$ cat config.mk
export PLATFORM = sky130hd
export DESIGN_NAME = stencil_1d_ntap_flat
export DESIGN_NICKNAME = d
export VERILOG_FILES = /design/src/rtl/stencil_1d_ntap_pkg.sv /design/src/rtl/stencil_1d_ntap_if.sv /design/src/rtl/stencil_1d_ntap_window.sv /design/src/rtl/stencil_1d_ntap.sv /design/src/flat_wrapper.sv
export SDC_FILE = /design/constraint.sdc
export NUM_CORES = 2
export LEC_CHECK = 0
export CAP_MARGIN = 20
export CORE_MARGIN = 2
export CORE_UTILIZATION = 59
export CTS_CLUSTER_SIZE = 40
export DETAILED_ROUTE_END_ITERATION = 16
export PLACE_DENSITY_LB_ADDON = 0.2
export SKIP_CTS_REPAIR_TIMING = 1
export SYNTH_ARGS = -nofsm -noshare
export SYNTH_HDL_FRONTEND = slang
export SYNTH_HIERARCHICAL = 1
export SYNTH_SLANG_ARGS = --single-unit
$ cat constraint.sdc
create_clock -name clk -period 10.7 [get_ports clk]
set_input_delay 2.675 -clock clk [delete_from_list [all_inputs] [get_ports clk]]
set_output_delay 2.675 -clock clk [all_outputs]
set_load 0.01 [all_outputs]
$ cat src/rtl/stencil_1d_ntap_pkg.sv
// -----------------------------------------------------------------------------
// stencil_pkg
// Shared types and helpers for the stencil_1d_ntap engine.
//   stencil_state_t : control FSM state encoding
//   ACC_MAX         : widest intermediate the saturation helper operates on
//   acc_width()     : full-precision accumulator width for WIDTH x TAPS
//   sat_clamp()     : clamp a signed value to a signed w-bit range
// -----------------------------------------------------------------------------
package stencil_pkg;

  typedef enum logic [1:0] {
    IDLE  = 2'd0,
    READ  = 2'd1,
    DRAIN = 2'd2,
    DONE  = 2'd3
  } stencil_state_t;

  // Must exceed acc_width() for every instantiated configuration.
  localparam int ACC_MAX = 160;

  // Products are 2*WIDTH bits; summing TAPS of them needs clog2(TAPS) growth,
  // plus one guard bit so the sum can never wrap.
  function automatic int acc_width(input int width, input int taps);
    return 2 * width + $clog2(taps) + 1;
  endfunction

  function automatic logic signed [ACC_MAX-1:0] sat_clamp(
    input logic signed [ACC_MAX-1:0] v,
    input int                        w
  );
    logic signed [ACC_MAX-1:0] one;
    logic signed [ACC_MAX-1:0] hi;
    logic signed [ACC_MAX-1:0] lo;
    one = 1;
    hi  = (one <<< (w - 1)) - one;
    lo  = -hi - one;
    if (v > hi)      return hi;
    else if (v < lo) return lo;
    else             return v;
  endfunction

endpackage

$ cat src/rtl/stencil_1d_ntap_if.sv
// -----------------------------------------------------------------------------
// stencil_1d_ntap_if
// memref_rd / memref_wr port pair between the stencil engine and its memories.
//   Ai_p0_* : read port of input memory A (data returns one cycle after rd_en)
//   Bw_p0_* : write port of output memory B
// Modports: master = engine side, slave = memory side.
// -----------------------------------------------------------------------------
interface stencil_1d_ntap_if #(
  parameter int WIDTH  = 32,
  parameter int ADDR_W = 6
);

  logic              Ai_p0_addr_en;
  logic [ADDR_W-1:0] Ai_p0_addr_data;
  logic              Ai_p0_rd_en;
  logic [WIDTH-1:0]  Ai_p0_rd_data;

  logic              Bw_p0_addr_en;
  logic [ADDR_W-1:0] Bw_p0_addr_data;
  logic              Bw_p0_wr_en;
  logic [WIDTH-1:0]  Bw_p0_wr_data;

  modport master (
    output Ai_p0_addr_en, Ai_p0_addr_data, Ai_p0_rd_en,
    input  Ai_p0_rd_data,
    output Bw_p0_addr_en, Bw_p0_addr_data, Bw_p0_wr_en, Bw_p0_wr_data
  );

  modport slave (
    input  Ai_p0_addr_en, Ai_p0_addr_data, Ai_p0_rd_en,
    output Ai_p0_rd_data,
    input  Bw_p0_addr_en, Bw_p0_addr_data, Bw_p0_wr_en, Bw_p0_wr_data
  );

endinterface

$ cat src/rtl/stencil_1d_ntap_window.sv
// -----------------------------------------------------------------------------
// stencil_window
// TAPS-deep sliding window with multiply-add tree and registered result.
// Optional build macro: STENCIL_1D_SAT_EN (full-precision sum, clamped result);
// without it the result wraps mod 2^WIDTH.
// Ports:
//   clk, rst     : clock, synchronous active-high reset
//   clr_i        : start of run, clears the fill counter
//   w_i          : packed weights, w[k] at [k*WIDTH +: WIDTH]
//   in_vld_i     : a sample is present on in_data_i
//   in_data_i    : returned sample
//   out_vld_o    : out_data_o holds a new result this cycle
//   out_data_o   : registered result
// -----------------------------------------------------------------------------
module stencil_window
  import stencil_pkg::*;
#(
  parameter int WIDTH = 32,
  parameter int TAPS  = 2
) (
  input  logic                  clk,
  input  logic                  rst,
  input  logic                  clr_i,
  input  logic [TAPS*WIDTH-1:0] w_i,
  input  logic                  in_vld_i,
  input  logic [WIDTH-1:0]      in_data_i,
  output logic                  out_vld_o,
  output logic [WIDTH-1:0]      out_data_o
);

`ifdef STENCIL_1D_SAT_EN
  localparam int CALC_W = acc_width(WIDTH, TAPS);
`else
  // Wrapping result only needs the low WIDTH bits of every product.
  localparam int CALC_W = WIDTH;
`endif
  localparam int FILL_W = $clog2(TAPS + 1);

  logic [WIDTH-1:0]         win_q [TAPS];
  logic [WIDTH-1:0]         win_d [TAPS];
  logic signed [CALC_W-1:0] prod  [TAPS];
  logic signed [CALC_W-1:0] sum;
  logic [FILL_W-1:0]        fill_q;
  logic                     full;
  logic                     fire;
  logic [WIDTH-1:0]         res_d;
  logic [WIDTH-1:0]         res_q;
  logic                     vld_q;

  // Fill saturates at TAPS-1: from then on every new sample completes a window.
  assign full = (fill_q == FILL_W'(TAPS - 1));
  assign fire = in_vld_i && full;

  // The result is computed from the window as it will look after this sample
  // shifts in, so it registers on the same edge as the shift.
  for (genvar gi = 0; gi < TAPS; gi++) begin : g_tap
    logic signed [CALC_W-1:0] w_ext;
    logic signed [CALC_W-1:0] d_ext;
    if (gi == TAPS - 1) begin : g_head
      assign win_d[gi] = in_data_i;
    end else begin : g_body
      assign win_d[gi] = win_q[gi+1];
    end
    assign w_ext    = CALC_W'($signed(w_i[gi*WIDTH +: WIDTH]));
    assign d_ext    = CALC_W'($signed(win_d[gi]));
    assign prod[gi] = w_ext * d_ext;
  end

  always_comb begin
    sum = '0;
    for (int k = 0; k < TAPS; k++) begin
      sum = sum + prod[k];
    end
  end

  always_comb begin
`ifdef STENCIL_1D_SAT_EN
    res_d = WIDTH'(sat_clamp(ACC_MAX'(sum), WIDTH));
`else
    res_d = sum[WIDTH-1:0];
`endif
  end

  always_ff @(posedge clk) begin
    if (rst) begin
      for (int k = 0; k < TAPS; k++) win_q[k] <= '0;
      fill_q <= '0;
      res_q  <= '0;
      vld_q  <= 1'b0;
    end else begin
      vld_q <= fire;
      if (in_vld_i) begin
        for (int k = 0; k < TAPS; k++) win_q[k] <= win_d[k];
      end
      if (fire) res_q <= res_d;
      if (clr_i)                 fill_q <= '0;
      else if (in_vld_i && !full) fill_q <= fill_q + FILL_W'(1);
    end
  end

  assign out_vld_o  = vld_q;
  assign out_data_o = res_q;

endmodule

$ cat src/rtl/stencil_1d_ntap.sv
// -----------------------------------------------------------------------------
// stencil_1d_ntap
// N-tap 1D stencil engine: B[i] = sum_k w[k]*A[i+k], i = 0..DEPTH-TAPS.
// Streams A[0..DEPTH-1], one read per cycle, one result write per cycle.
// Optional build macro: STENCIL_1D_SAT_EN (saturating result, see window).
// Ports:
//   clk, rst : clock, synchronous active-high reset
//   t        : start pulse (accepted only in IDLE)
//   w        : packed weights, latched at an accepted t
//   mem      : memref read/write port pair (master side)
//   busy     : run in progress (READ and DRAIN)
//   done     : one-cycle completion pulse
// -----------------------------------------------------------------------------
module stencil_1d_ntap
  import stencil_pkg::*;
#(
  parameter int WIDTH  = 32,
  parameter int DEPTH  = 64,
  parameter int TAPS   = 2,
  parameter int ADDR_W = $clog2(DEPTH)
) (
  input  logic                  clk,
  input  logic                  rst,
  input  logic                  t,
  input  logic [TAPS*WIDTH-1:0] w,
  stencil_1d_ntap_if.master     mem,
  output logic                  busy,
  output logic                  done
);

  localparam logic [ADDR_W-1:0] LAST_ADDR = ADDR_W'(DEPTH - 1);

  stencil_state_t        state_q, state_d;
  logic [ADDR_W-1:0]     rd_cnt_q;
  logic                  drain_q;
  logic [TAPS*WIDTH-1:0] w_q;
  logic                  rd_vld_q;
  logic [ADDR_W-1:0]     wr_addr_q;
  logic                  start;
  logic                  rd_en;
  logic                  out_vld;
  logic [WIDTH-1:0]      out_data;

  assign start = (state_q == IDLE) && t;

  // State register
  always_ff @(posedge clk) begin
    if (rst) state_q <= IDLE;
    else     state_q <= state_d;
  end

  // Next-state logic
  always_comb begin
    state_d = state_q;
    case (state_q)
      IDLE:    if (t) state_d = READ;
      READ:    if (rd_cnt_q == LAST_ADDR) state_d = DRAIN;
      DRAIN:   if (drain_q) state_d = DONE;
      DONE:    state_d = IDLE;
      default: state_d = IDLE;
    endcase
  end

  // FSM outputs
  always_comb begin
    busy  = (state_q == READ) || (state_q == DRAIN);
    done  = (state_q == DONE);
    rd_en = (state_q == READ);
  end

  // Counters, weight latch and read-valid pipeline
  always_ff @(posedge clk) begin
    if (rst) begin
      rd_cnt_q  <= '0;
      drain_q   <= 1'b0;
      w_q       <= '0;
      rd_vld_q  <= 1'b0;
      wr_addr_q <= '0;
    end else begin
      // Memory data is valid exactly one cycle after the strobe.
      rd_vld_q <= rd_en;
      // drain_q marks the second DRAIN cycle.
      drain_q  <= (state_q == DRAIN) ? ~drain_q : 1'b0;
      if (start) begin
        rd_cnt_q  <= '0;
        w_q       <= w;
        wr_addr_q <= '0;
      end else begin
        if (rd_en && (rd_cnt_q != LAST_ADDR)) rd_cnt_q <= rd_cnt_q + ADDR_W'(1);
        if (out_vld) wr_addr_q <= wr_addr_q + ADDR_W'(1);
      end
    end
  end

  stencil_window #(
    .WIDTH (WIDTH),
    .TAPS  (TAPS)
  ) u_window (
    .clk        (clk),
    .rst        (rst),
    .clr_i      (start),
    .w_i        (w_q),
    .in_vld_i   (rd_vld_q),
    .in_data_i  (mem.Ai_p0_rd_data),
    .out_vld_o  (out_vld),
    .out_data_o (out_data)
  );

  // Addresses are forced to 0 whenever their strobe is low.
  assign mem.Ai_p0_rd_en     = rd_en;
  assign mem.Ai_p0_addr_en   = rd_en;
  assign mem.Ai_p0_addr_data = rd_en ? rd_cnt_q : '0;
  assign mem.Bw_p0_wr_en     = out_vld;
  assign mem.Bw_p0_addr_en   = out_vld;
  assign mem.Bw_p0_addr_data = out_vld ? wr_addr_q : '0;
  assign mem.Bw_p0_wr_data   = out_data;

endmodule
$ cat src/flat_wrapper.sv
// flat-port wrapper written by rule: the top's interface ports become plain ports
module stencil_1d_ntap_flat import stencil_pkg::*;
#(
  parameter int WIDTH  = 32,
  parameter int DEPTH  = 64,
  parameter int TAPS   = 2,
  parameter int ADDR_W = $clog2(DEPTH)
)
  (clk, rst, t, w, busy, done, mem_Ai_p0_addr_en, mem_Ai_p0_addr_data, mem_Ai_p0_rd_en, mem_Ai_p0_rd_data, mem_Bw_p0_addr_en, mem_Bw_p0_addr_data, mem_Bw_p0_wr_en, mem_Bw_p0_wr_data);
  stencil_1d_ntap_if #(.WIDTH(WIDTH), .ADDR_W(ADDR_W)) mem_i ();
  input  logic clk;
  input  logic rst;
  input  logic t;
  input  logic [TAPS*WIDTH-1:0] w;
  output logic busy;
  output logic done;
  output wire logic [$bits(mem_i.Ai_p0_addr_en)-1:0] mem_Ai_p0_addr_en;
  output wire logic [$bits(mem_i.Ai_p0_addr_data)-1:0] mem_Ai_p0_addr_data;
  output wire logic [$bits(mem_i.Ai_p0_rd_en)-1:0] mem_Ai_p0_rd_en;
  input wire logic [$bits(mem_i.Ai_p0_rd_data)-1:0] mem_Ai_p0_rd_data;
  output wire logic [$bits(mem_i.Bw_p0_addr_en)-1:0] mem_Bw_p0_addr_en;
  output wire logic [$bits(mem_i.Bw_p0_addr_data)-1:0] mem_Bw_p0_addr_data;
  output wire logic [$bits(mem_i.Bw_p0_wr_en)-1:0] mem_Bw_p0_wr_en;
  output wire logic [$bits(mem_i.Bw_p0_wr_data)-1:0] mem_Bw_p0_wr_data;
  assign mem_Ai_p0_addr_en = mem_i.Ai_p0_addr_en;
  assign mem_Ai_p0_addr_data = mem_i.Ai_p0_addr_data;
  assign mem_Ai_p0_rd_en = mem_i.Ai_p0_rd_en;
  assign mem_i.Ai_p0_rd_data = mem_Ai_p0_rd_data;
  assign mem_Bw_p0_addr_en = mem_i.Bw_p0_addr_en;
  assign mem_Bw_p0_addr_data = mem_i.Bw_p0_addr_data;
  assign mem_Bw_p0_wr_en = mem_i.Bw_p0_wr_en;
  assign mem_Bw_p0_wr_data = mem_i.Bw_p0_wr_data;
  stencil_1d_ntap #(.WIDTH(WIDTH), .DEPTH(DEPTH), .TAPS(TAPS), .ADDR_W(ADDR_W)) u_core (.clk(clk), .rst(rst), .t(t), .w(w), .mem(mem_i), .busy(busy), .done(done));
endmodule
==> flow_summary.ini <==
[logic_synthesis]
async_flop_share_pct = 0
avgSynthCellArea_um2 = 9.09
synth_top_area_share_pct = 45.3
syn-num-nets = 5494
synth_area_leaders = fa_1 45%, and2_1 11%, inv_1 9.8%, ha_1 9.5%, nand2_1 6.0%
synth_compound_area_share_pct = 3.03
synth_enable_flop_cells = 32
ys.flop_type = dfxtp_1
synth_cell_types = 61
synthSimpleGateAreaFrac_pct = 18.0
muxShareOfSynthArea_pct = 0.130
yosysMostFrequentCell = inv_1
ys_seq_area_share_pct = 8.48
yosysTopAreaCell = fa_1
syn_area_mm2 = 0.0385
yosys.area_share.xor_xnor_pct = 3.58
ys_ff_latch = 147
yosys_warnings = 6
ys_top_cells_by_count = 1003 x inv_1, 871 x fa_1, 655 x and2_1, 620 x nand2_1, 292 x ha_1
synthAdderAreaFrac_pct = 54.8
synthCells = 4232
synth_top_family_by_area = adder cells

[outcome]
outcome = complete, no violations

[timing]
finalCriticalPeriod_ps = 10370
finalWorstSetupSlack_ps = 332
maxSlewHeadroom_pct = 23.5
tightest_slew_ps = 1150
setup_viol = 0
min_period_over_period_pct = 96.9
hold_violations = 0
final_max_slew_viol_count = 0
fmax_mhz = 96.5
finClkSkew_ps = 37.5
rsz0062_at_grt = false

[worst_setup_path]
r2r_cells = 27
crit_type = in -> reg
cp_data_arrival_time_ps = 10780
cp_slowest_cell = fa_1
crit_top_cell = fa_1
slowest_delay_ps = 550
cp.depth = 28
endpoint_kind = flop
critPathTopFamily = adder cells
path_buf_inv = 8
cp.required_ps = 11110
path_max_fanout = 13
rrSetupSlack_ps = 1870
rr_endpoint = u_core/u_window/out_data_o[28]
startpoint_type = input pin
r2r_start = u_core/u_window/win_q[1][3]

[route]
drc_errors = 0
vias = 27735
vias_per_cell = 5.33
first_iter_violations = 1527
ant_nets = 0
routedWlPerCell_um = 19.3
dr.pass1.iters = 5
wirelength_um = 100000

[global_routing]
grt_usage_pct = 31.8
grt_max_degree = 71
antenna_found_initial = 3
grt_pass1_wl_um = 163000
grt_pass1_vias = 30440
grt.overflow.total = 0

[clock_tree]
htreeDepth = 4
cts.clk_slew.worst_paths_ps = 70
clock_sinks = 147
cts_made_buffers = 17
clk_latency_ps = 500
ctsRootBufferMaster = clkbuf_16
cts_tree = yes
cts_buffer_depth = 2

[placed_design]
hpwlAfterDp_um = 82200
pre_cts_ws_ps = -206
place_congestion = 0.909
numPortBuffers = 148

[die]
io_pins = 149
coreArea_mm2 = 0.0645
die_w_um = 259
die_h_um = 259
initial_core_util_pct = 59.7
dieArea_mm2 = 0.0673
rows = 93

[hold_path]
min_to = u_core/u_window/out_data_o[8]
hp-class = reg -> reg
whs_path_depth = 2
holdCritStartpoint = u_core/u_window/out_data_o[8]

[flow_run]
drv_cap = 0

[final_layout]
final_nets = 5595
syn2layout_area_growth_pct = 9.47
drive_gt1_share_pct = 4.76
## metrics by stage
| step | utilization, % | std cells | hold slack [ps] | setup TNS, ps | area, µm² |
|---|---|---|---|---|---|
| after floorplan | - | 4232 | 432 | 0 | 38500 |
| after detailed placement | 64.4 | 5168 | 447 | -957 | 41500 |
| after global routing | 65.3 | 5201 | 474 | 0 | 42100 |
| after global placement | 64.3 | 5167 | 441 | -475 | 41500 |
| after CTS | 65.3 | 5200 | 456 | 0 | 42100 |
| final | 65.4 | 5202 | 454 | 0 | 42100 |
## cells in the final DEF (no fill, tap or decap), types with 4 or more instances in the layout
| cell | instances |
|---|---|
| clkbuf_16 | 17 |
| o21bai_1 | 6 |
| fa_1 | 871 |
| buf_12 | 16 |
| nor3_1 | 6 |
| xor2_1 | 33 |
| o31ai_1 | 4 |
| xnor2_1 | 116 |
| inv_6 | 6 |
| nand3b_1 | 6 |
| o21a_1 | 6 |
| nand3_1 | 6 |
| nand2b_1 | 7 |
| a21oi_1 | 114 |
| nand2_1 | 619 |
| and2_1 | 655 |
| buf_4 | 130 |
| a21o_1 | 13 |
| clkdlybuf4s50_1 | 147 |
| edfxtp_1 | 32 |
| o21ai_0 | 18 |
| nor2_1 | 21 |
| and3_1 | 4 |
| a211oi_1 | 5 |
| nand4_1 | 5 |
| nor2b_1 | 6 |
| mux2i_1 | 5 |
| ha_1 | 292 |
| inv_1 | 1002 |
| dfxtp_1 | 115 |
## sequential cells by signal, summed over array words and instances, names as in the netlist
| signal | count |
|---|---|
| u_core/u_window/out_vld_o | 1 |
| u_core/u_window/out_data_o | 32 |
| u_core/rd_cnt_q | 6 |
| u_core/u_window/win_q | 32 |
| u_core/rd_vld_q | 1 |
| u_core/drain_q | 1 |
| u_core/state_q | 2 |
| u_core/w_q | 64 |
| u_core/u_window/fill_q | 2 |
| u_core/wr_addr_q | 6 |
## worst register-to-register path, stage by stage (launching register included)
cell      delay (ps)
edfxtp_1         900
buf_4            380
nand2_1          110
fa_1             530
inv_1             50
fa_1             480
fa_1             600
fa_1             470
fa_1             530
inv_1             50
fa_1             500
inv_1             60
fa_1             480
fa_1             450
fa_1             560
inv_1             70
fa_1             510
inv_1             60
ha_1             330
a21o_1           180
a21o_1           190
a21o_1           170
a21oi_1          140
o21ai_0          110
a221oi_2         350
o21ai_1          160
nor4b_2          240
a211o_1          130
## final cells by class
cell class                      instances  area [µm²]
Multi-Input combinational cell       2869       30600
Fill cell                            5420       22300
Inverter                             1003        3760
Sequential cell                       147        3260
Timing Repair Buffer                  295        2820
Tap cell                              855        1070
Clock buffer                           17         425
Clock inverter                         15         163
Antenna cell                            1        2.50
## per-layer routing
layer  up-vias  part of all wire (%)  GRT usage [%]
li1      12327                     -              -
met1     14231                    37           38.4
met2       901                    51           55.8
met3       276                   5.2           3.76
met4         0                   6.1           16.7
met5         -                     0              0
## logic make-up (layout without fill, tap and decap cells)
group                      Yosys count  count (layout)
DFF                                147             147
buffers and inverters             1216            1330
xor gates and xnor gates           153             153
AOI/OAI and AO/OA                  190             190
other                                0               1
muxes                                5               5
and+or+nand+nor                   1358            1358
adders and majority gates         1163            1163
## how the worst max path moves through the flow
stage	startpoint	endpoint	slack, ps
finish	mem_Ai_p0_rd_data[6]	u_core/u_window/out_data_o[31]	330
floorplan	mem_Ai_p0_rd_data[3]	u_core/u_window/out_data_o[28]	530
global placement	mem_Ai_p0_rd_data[3]	u_core/u_window/out_data_o[28]	-140
CTS	mem_Ai_p0_rd_data[5]	u_core/u_window/out_data_o[28]	260
detailed placement	mem_Ai_p0_rd_data[2]	u_core/u_window/out_data_o[28]	-210
global route	mem_Ai_p0_rd_data[6]	u_core/u_window/out_data_o[29]	7
Power is not shown: default switching activity piles up to over one toggle a cycle in this logic, so the estimate is an artifact.
